<file path="config.mk">
export PLATFORM = sky130hd
export DESIGN_NAME = motor_pwm_driver
export DESIGN_NICKNAME = d
export VERILOG_FILES = /design/src/rtl/motor_pwm_driver.sv
export SDC_FILE = /design/constraint.sdc
export NUM_CORES = 1
export LEC_CHECK = 0
export CAP_MARGIN = 20
export CELL_PAD_IN_SITES_DETAIL_PLACEMENT = 2
export CELL_PAD_IN_SITES_GLOBAL_PLACEMENT = 2
export CORE_ASPECT_RATIO = 0.5
export CORE_MARGIN = 5
export CORE_UTILIZATION = 30
export DETAILED_ROUTE_END_ITERATION = 8
export HOLD_SLACK_MARGIN = 0.08
export PLACE_DENSITY_LB_ADDON = 0.1
export SKIP_CTS_REPAIR_TIMING = 1
export SYNTH_ARGS = -nofsm -noshare
export SYNTH_HDL_FRONTEND = slang
export SYNTH_SLANG_ARGS = --single-unit
</file>
<file path="constraint.sdc">
create_clock -name clk -period 3.1 [get_ports clk]
set_input_delay 0.465 -clock clk [delete_from_list [all_inputs] [get_ports clk]]
set_output_delay 0.465 -clock clk [all_outputs]
set_load 0.03 [all_outputs]
</file>
<file path="src/rtl/motor_pwm_driver.sv">
// N-channel signed-command PWM H-bridge driver with period-boundary updates,
// reversal dead time, per-channel stop and command watchdog.
module motor_pwm_driver #(
  parameter int NUM_CHN      = 4,
  parameter int CHN_WIDTH    = 3,
  parameter int DATA_WIDTH   = 16,
  parameter int PWM_PERIOD   = 1000,
  parameter int DEAD_PERIODS = 2,
  parameter int WDT_PERIODS  = 50
) (
  input  logic                  clk,
  input  logic                  rstn,
  input  logic                  cmd_valid_i,
  input  logic [CHN_WIDTH-1:0]  cmd_chn_i,
  input  logic [DATA_WIDTH-1:0] cmd_data_i,
  input  logic [NUM_CHN-1:0]    stop_i,
  output logic [NUM_CHN-1:0]    motor_in_1_o,
  output logic [NUM_CHN-1:0]    motor_in_2_o,
  output logic [NUM_CHN-1:0]    wdt_trip_o,
  output logic                  cmd_err_o
);

  localparam int DCW = (DEAD_PERIODS > 0) ? $clog2(DEAD_PERIODS + 1) : 1;
  localparam int WCW = (WDT_PERIODS > 0) ? $clog2(WDT_PERIODS + 1) : 1;
  localparam logic [DATA_WIDTH-1:0] PERIOD_M  = DATA_WIDTH'(PWM_PERIOD);
  localparam logic [DATA_WIDTH-1:0] LAST_CNT  = DATA_WIDTH'(PWM_PERIOD - 1);
  localparam logic [DCW-1:0]        DEAD_INIT = DCW'(DEAD_PERIODS);
  localparam logic [WCW-1:0]        WDT_MAX   = WCW'(WDT_PERIODS);
  localparam logic [WCW-1:0]        WDT_LAST  = WCW'(WDT_PERIODS - 1);
  localparam logic [31:0]           NUM_CHN_L = 32'(NUM_CHN);

  // IDLE: coast | RUN: drive active duty | DEAD: coast dead_q more periods before reversing
  typedef enum logic [1:0] {ST_IDLE, ST_RUN, ST_DEAD} state_e;

  logic [DATA_WIDTH-1:0] pwm_cnt_q;
  logic                  boundary;

  logic                  cmd_rev;
  logic [DATA_WIDTH-1:0] cmd_abs;
  logic [DATA_WIDTH-1:0] cmd_mag;
  logic [31:0]           chn_ext;
  logic                  chn_ok;
  logic [NUM_CHN-1:0]    wr_sel;

  logic [NUM_CHN-1:0]    tgt_rev_q, tgt_rev_d;
  logic [DATA_WIDTH-1:0] tgt_mag_q [NUM_CHN];
  logic [DATA_WIDTH-1:0] tgt_mag_d [NUM_CHN];
  logic [WCW-1:0]        wdt_cnt_q [NUM_CHN];
  logic [WCW-1:0]        wdt_cnt_d [NUM_CHN];
  logic [NUM_CHN-1:0]    trip_q, trip_d;
  logic                  cmd_err_q;

  state_e                state_q   [NUM_CHN];
  logic [NUM_CHN-1:0]    act_rev_q;
  logic [DATA_WIDTH-1:0] act_mag_q [NUM_CHN];
  logic [DCW-1:0]        dead_q    [NUM_CHN];
  logic [NUM_CHN-1:0]    in1_q, in2_q;

  assign boundary = (pwm_cnt_q == LAST_CNT);
  assign chn_ext  = 32'(cmd_chn_i);

  // Most-negative input yields 2^(W-1) as an unsigned magnitude, then saturates.
  always_comb begin
    cmd_rev = cmd_data_i[DATA_WIDTH-1];
    cmd_abs = cmd_rev ? (~cmd_data_i + DATA_WIDTH'(1)) : cmd_data_i;
    cmd_mag = (cmd_abs > PERIOD_M) ? PERIOD_M : cmd_abs;
    chn_ok  = (chn_ext < NUM_CHN_L);
    wr_sel  = '0;
    for (int k = 0; k < NUM_CHN; k++) begin
      wr_sel[k] = cmd_valid_i && chn_ok && (cmd_chn_i == CHN_WIDTH'(k));
    end
  end

  // A command on the same cycle as watchdog expiry takes priority.
  always_comb begin
    tgt_rev_d = tgt_rev_q;
    trip_d    = trip_q;
    for (int k = 0; k < NUM_CHN; k++) begin
      tgt_mag_d[k] = tgt_mag_q[k];
      wdt_cnt_d[k] = wdt_cnt_q[k];
      if (wr_sel[k]) begin
        tgt_rev_d[k] = cmd_rev;
        tgt_mag_d[k] = cmd_mag;
        wdt_cnt_d[k] = '0;
        trip_d[k]    = 1'b0;
      end else if ((WDT_PERIODS > 0) && boundary && (wdt_cnt_q[k] != WDT_MAX)) begin
        wdt_cnt_d[k] = wdt_cnt_q[k] + WCW'(1);
        if (wdt_cnt_q[k] == WDT_LAST) begin
          tgt_mag_d[k] = '0;
          trip_d[k]    = 1'b1;
        end
      end
    end
  end

  always_ff @(posedge clk or negedge rstn) begin
    if (!rstn) begin
      pwm_cnt_q <= '0;
      tgt_rev_q <= '0;
      trip_q    <= '0;
      cmd_err_q <= 1'b0;
      for (int k = 0; k < NUM_CHN; k++) begin
        tgt_mag_q[k] <= '0;
        wdt_cnt_q[k] <= '0;
      end
    end else begin
      pwm_cnt_q <= boundary ? '0 : pwm_cnt_q + DATA_WIDTH'(1);
      tgt_rev_q <= tgt_rev_d;
      trip_q    <= trip_d;
      cmd_err_q <= cmd_valid_i && !chn_ok;
      for (int k = 0; k < NUM_CHN; k++) begin
        tgt_mag_q[k] <= tgt_mag_d[k];
        wdt_cnt_q[k] <= wdt_cnt_d[k];
      end
    end
  end

  // Transitions sample tgt_*_q, so a write on the boundary cycle waits one period.
  always_ff @(posedge clk or negedge rstn) begin
    if (!rstn) begin
      act_rev_q <= '0;
      in1_q     <= '0;
      in2_q     <= '0;
      for (int k = 0; k < NUM_CHN; k++) begin
        state_q[k]   <= ST_IDLE;
        act_mag_q[k] <= '0;
        dead_q[k]    <= '0;
      end
    end else begin
      for (int k = 0; k < NUM_CHN; k++) begin
        in1_q[k] <= !stop_i[k] && (state_q[k] == ST_RUN) && !act_rev_q[k] &&
                    (pwm_cnt_q < act_mag_q[k]);
        in2_q[k] <= !stop_i[k] && (state_q[k] == ST_RUN) && act_rev_q[k] &&
                    (pwm_cnt_q < act_mag_q[k]);
        if (stop_i[k]) begin
          state_q[k] <= ST_IDLE;
        end else if (boundary) begin
          case (state_q[k])
            ST_IDLE: begin
              if (tgt_mag_q[k] != '0) begin
                state_q[k]   <= ST_RUN;
                act_rev_q[k] <= tgt_rev_q[k];
                act_mag_q[k] <= tgt_mag_q[k];
              end
            end
            ST_RUN: begin
              if (tgt_mag_q[k] == '0) begin
                state_q[k] <= ST_IDLE;
              end else if ((tgt_rev_q[k] == act_rev_q[k]) || (DEAD_PERIODS == 0)) begin
                act_rev_q[k] <= tgt_rev_q[k];
                act_mag_q[k] <= tgt_mag_q[k];
              end else begin
                state_q[k] <= ST_DEAD;
                dead_q[k]  <= DEAD_INIT;
              end
            end
            ST_DEAD: begin
              if (dead_q[k] == DCW'(1)) begin
                if (tgt_mag_q[k] == '0) begin
                  state_q[k] <= ST_IDLE;
                end else begin
                  state_q[k]   <= ST_RUN;
                  act_rev_q[k] <= tgt_rev_q[k];
                  act_mag_q[k] <= tgt_mag_q[k];
                end
              end else begin
                dead_q[k] <= dead_q[k] - DCW'(1);
              end
            end
            default: state_q[k] <= ST_IDLE;
          endcase
        end
      end
    end
  end

  assign motor_in_1_o = in1_q;
  assign motor_in_2_o = in2_q;
  assign wdt_trip_o   = trip_q;
  assign cmd_err_o    = cmd_err_q;

endmodule

</file>
# Word level (Yosys, flattened, before mapping)
# Index checks and enable logic that the tools add are counted.
dict set report word_totals {
  reg_bits 205
  in_bits 26
  out_inout_bits 13
  wordCells 340
}
dict set report classes {
  n_addsub 10
  magnitude_cmp 6
  eq_ne 68
  mux 127
  bitwise_logic 5
  n_reduce_logical 88
}
# cell n
set ops {}
lappend ops {{2-to-1 mux 16 bit} 35}
lappend ops {{case mux 16 bit (3 select lines)} 4}
lappend ops {{logical NOT 16 bit} 4}
lappend ops {{less-than comparator 16 bit} 4}
lappend ops {{2-to-1 mux 2 bit} 32}
lappend ops {{nonzero test 16 bit} 4}
lappend ops {{2-to-1 mux 6 bit} 8}
lappend ops {{!= test 2 bit (second input constant)} 24}
lappend ops {{2-to-1 mux 1 bit} 36}
lappend ops {{adder 16 x 1 -> 16 bit (second input constant)} 2}
lappend ops {{AND reduction 8 bit} 4}
lappend ops {{nonzero test 2 bit} 16}
lappend ops {{logical AND 1 bit} 30}
lappend ops {{adder 6 x 1 -> 6 bit (second input constant)} 4}
lappend ops {{equality test 6 bit (second input constant)} 4}
lappend ops {{!= test 3 bit (second input constant)} 8}
lappend ops {{!= test 6 bit (second input constant)} 4}
lappend ops {{case mux 2 bit (3 select lines)} 4}
lappend ops {{AND reduction 6 bit} 4}
lappend ops {{equality test 16 x 10 -> 1 bit (second input constant)} 1}
lappend ops {{equality test 2 x 1 -> 1 bit (second input constant)} 8}
lappend ops {{greater-than comparator 16 x 10 -> 1 bit (second input constant)} 1}
lappend ops {{!= test 4 bit (second input constant)} 4}
lappend ops {{inverter 16 bit} 1}
lappend ops {{16 further kinds} 58}

# Logic depth before layout (Yosys ltp)
dict set report logic_depth {
  ltp_word 6
  depth_mapped 11
  ltp_nobuf 9
}

# Least setup slack after synthesis
# OpenSTA, ideal clock, no wires.
dict set report synth_timing {
  path_type {input-to-reg}
  start {in cmd_data_i[0]}
  end {reg tgt_mag_q[21] in the netlist's numbering}
  setup_ns 0.129
  arrival_time_ns 2.709
  required_time_ns 2.971
  setup_slack_ns 0.262
  cell_stages 11
  n_path_buf 2
  path_cell_list {buf_2 inv_1 ha_1 nor3b_2 a41oi_1 or3_1 a2111o_1 a211oi_2 buf_4 and2_4 o21ai_1}
}
dict set report synth_between {
  elab_chain_cells 6
}
# item line
set synth_rtl {}
lappend synth_rtl {{from (decl)} 15} ;# input logic [DATA_WIDTH-1:0] cmd_data_i,
lappend synth_rtl {{inverter 16 bit} 65} ;# cmd_abs = cmd_rev ? (~cmd_data_i + DATA_WIDTH'(1)) : cmd_data_i;
lappend synth_rtl {{adder 16 x 1 -> 16 bit} 65}
lappend synth_rtl {{2-to-1 mux 16 bit (*)} 65}
lappend synth_rtl {{greater-than comparator 16 x 10 -> 1 bit} 66} ;# cmd_mag = (cmd_abs > PERIOD_M) ? PERIOD_M : cmd_abs;
lappend synth_rtl {{2-to-1 mux 16 bit (*)} 66}
lappend synth_rtl {{2-to-1 mux 16 bit (*)} 81} ;# if (wr_sel[k]) begin
lappend synth_rtl {{to (signal, indexed assignment)} 112} ;# tgt_mag_q[k] <= tgt_mag_d[k];
lappend synth_rtl {{to (decl)} 46} ;# logic [DATA_WIDTH-1:0] tgt_mag_q [NUM_CHN];
# Mark *: on every way between the ends. The rest lies on a longest branch, timed or not.
# A chain may end at the register's enable or synchronous reset.

# Worst setup path in the final report
dict set report layout_timing {
  start {in cmd_data_i[0]}
  end {reg tgt_mag_q[32] in the netlist's numbering}
}
# The elaborated chain is that of the path after synthesis.

==> summary.md <==
| Metric | Value |
|---|---|
| Status | completed |
| Arr. time, crit path | 3.35 ns |
| Worst hold-check path type | primary input to async pin |
| Io pins | 39 |
| Sequential share of the synthesized area | 0.473 |
| DIE HEIGHT | 144 um |
| Clock power frac | 0.484 |
| Pleak | 6.08 nW |
| Comb pwr share | 0.067 |
| Share of cells above drive strength 1 | 0.164 |
| Sw frac | 0.244 |
| Detailed-route DRC error count | 0 |
| Reg2Reg Depth | 7 |
| Final hold viol count | 0 |
| Clock Latency Late Sink | 0.53 ns |
| Crit-path slowest cell | or4_1 |
| Clock buffer depth | 3 |
| Final setup fails | 0 |
| VDD IR max | 275 uV |
| Drt via density | 5.03 |
| Routed wire length | 34.3 mm |
| RR Endpoint | state_q[7] |
| First-pass GRT wire length | 54.1 mm |
| Clock sink count | 205 |
| Core area | 35800 um^2 |
| Top FF cell, synth | dfrtp_1 |
| Synth unique cells | 56 |
| Critical Path RT | 3.51 ns |
| RSZ-0062 raised after global routing | false |
| Initial Util | 0.303 |
| Cells after Synth | 1028 |
| Final worst slack | 0.158 ns |
| CTS tree | done |
| CP bufs+invs | 5 |
| Syn Nets | 1148 |
| Clock slew at reported path FFs | 0.06 ns |
| Reg2reg setup slack | 0.35 ns |
| Number of global-route vias before repair | 9164 |
| Via count | 8177 |
| Cell chain of the critical path | clkdlybuf4s50_1 > buf_4 > or4_1 > buf_4 > o21ai_0 > a32oi_1 > a211oi_1 > a211oi_2 > buf_4 > buf_12 > a32o_1 |
| GRT overflow | 0 |
| Crit path launch type | primary input |
| Final Critical Period | 2.94 ns |
| Final period util | 0.949 |
| Number of antenna violations at the first check in global routing | 1 |
| Most frequent cells in the layout | dfrtp_1 (205), inv_1 (99), ha_1 (94) |
| Final setup TNS | 0 ns |
| Worst path top cell family by delay | buffers and inverters |
| Clock skew | 0.00862 ns |
| Post-DP HPWL | 25.2 mm |
| Max-cap violation count | 0 |
| EDFF count, synth | 0 |
| Final ANT Viol Nets | 0 |
| Worst slew margin | 0.347 |
| Least-Margin Pin Slew | 0.969 ns |
| Commonest non-fill, non-tap cell in the layout | dfrtp_1 |
| Die X | 279 um |
| Htree depth | 1 |
| Initial DRC Count | 264 |
| Slew Viols, Final | 0 |
| CP most frequent cell | buf_4 |
| Largest net degree at the start of global routing | 70 |
| Buffers on Ports | 38 |
| Post-Syn Area per Cell | 10.5 um^2 |
| Total GRT Usage | 0.173 |
| Synth async-reset ratio | 1.00 |
| Fmax | 340 MHz |
| Yosys reg bits | 205 |
| GP Congestion | 0.769 |
| CP peak stage delay | 0.55 ns |
| N_diodes | 0 |
| Net Switching | 1.57 mW |
| Final Net Count | 1245 |
| Area grow syn2layout | 20.9% |
| Row cnt | 49 |
| Power per Cell Area | 491 nW/um^2 |
| TritonRoute pass-1 iters | 4 |
| P_int | 4.86 mW |
| Sequential power share | 0.449 |
| Ys Warns | 0 |
| Critical Path Fanout Max | 12 |
| Pre-CTS setup slack | -0.450 ns |
| Syn Std Cell Area | 10800 um^2 |
| CP endpoint kind | flip-flop |
| CTS root buffer | clkbuf_16 |
| Total CTS buffers | 23 |
| Kind of critical path | primary input to flip-flop |
| Critical path depth in cells | 11 |
| Worst reg2reg startpoint | pwm_cnt_q[2] |
| Area of the die | 40300 um^2 |
| Wirelength per Cell | 21.1 um |
==> stage by stage <==
stage / utilization / instances / cell area, um^2 / hold WS (ns) / total power [mW]
finish: 0.366 / 1625 / 13100 / 0.506 / 6.43
global route: 0.366 / 1625 / 13100 / 0.530 / 6.72
CTS: 0.366 / 1624 / 13100 / -0.0565 / 6.55
detailed placement: 0.342 / 1583 / 12200 / 0.497 / 3.38
global placement: 0.342 / 1583 / 12200 / 0.485 / 3.36
floorplan: - / 1028 / 10800 / 0.169 / 3.09
==> logic make-up after synthesis <==
group,synth area share
simple gates,0.157
mux,0.0715
xor+xnor,0.0396
buf+inv,0.0451
compound gates,0.106
fa+ha+maj,0.108
flops,0.473
==> sequential cells by signal, indices dropped and copies added (netlist names) <==
register      count
act_mag_q        64
motor_in_1_o      4
motor_in_2_o      4
act_rev_q         4
wdt_cnt_q        24
tgt_mag_q        64
tgt_rev_q         4
wdt_trip_o        4
dead_q            8
state_q           8
pwm_cnt_q        16
cmd_err_o         1
==> power groups by stage <==
stage          logic, mW  clock network, mW  registers [mW]
3_3_place_gp       0.422                  0            2.93
5_1_grt            0.485               3.34            2.90
6_report           0.432               3.11            2.89
2_1_floorplan      0.201                  0            2.89
4_1_cts            0.443               3.21            2.89
3_5_place_dp       0.439                  0            2.94
==> worst reg2reg max path, cell delays in order, from the launching register on <==
cell and delay (ns):
dfrtp_1 0.70, nor4b_1 0.38, nand2_1 0.17, nor3_2 0.25, buf_12 0.19, nand3_1 0.17, or4b_2 0.64, a21oi_1 0.18
==> worst max path at each step <==
| stage | endpoint | start | slack, ns |
|---|---|---|---|
| floorplan | tgt_mag_q[21] | cmd_data_i[0] | 0.26 |
| global placement | tgt_mag_q[35] | cmd_data_i[0] | -0.34 |
| detailed placement | tgt_mag_q[35] | cmd_data_i[0] | -0.45 |
| CTS | tgt_mag_q[35] | cmd_data_i[0] | 0.1 |
| global route | tgt_mag_q[48] | cmd_data_i[0] | 0.01 |
| finish | tgt_mag_q[32] | cmd_data_i[0] | 0.16 |
==> cell type report <==
type / instances / area, um^2
Clock inverter: 11 / 185
Timing Repair Buffer: 101 / 910
Sequential cell: 205 / 5130
Clock buffer: 30 / 662
Inverter: 99 / 372
Tap cell: 484 / 606
Fill cell: 3841 / 22700
Multi-Input combinational cell: 695 / 5250
==> per-layer routing <==
layer  wire length, um  track usage  part of all wire
met1             16400        0.237              0.48
met2             16200        0.300              0.47
met3              1260       0.0250             0.037
met4               492       0.0273             0.014
met5                 0            0                 0
==> cells in the mapped netlist (7+ instances only) <==
library cell | instances | area (um^2)
and2_1 | 7 | 43.8
a31oi_1 | 7 | 43.8
mux2_2 | 68 | 766
nand2b_1 | 11 | 68.8
nor3b_1 | 8 | 60.1
o21ai_0 | 34 | 170
or3_1 | 8 | 50.1
a21boi_0 | 9 | 67.6
inv_1 | 99 | 372
xnor2_1 | 21 | 184
nand4_1 | 23 | 144
a32o_1 | 16 | 160
nor2_1 | 46 | 173
nor4_1 | 17 | 106
nand3_1 | 43 | 215
dfrtp_1 | 205 | 5130
clkbuf_1 | 23 | 86.3
nand4b_1 | 8 | 70.1
nor3_1 | 12 | 60.1
and3_1 | 31 | 194
o21ai_1 | 16 | 80.1
and4_1 | 8 | 70.1
a211oi_1 | 9 | 67.6
ha_1 | 94 | 1180
xor2_1 | 28 | 245
nor2b_1 | 13 | 81.3
a21oi_1 | 51 | 255
a21o_1 | 20 | 150
nand2_1 | 53 | 199
Power figures use the tool's default switching activity.
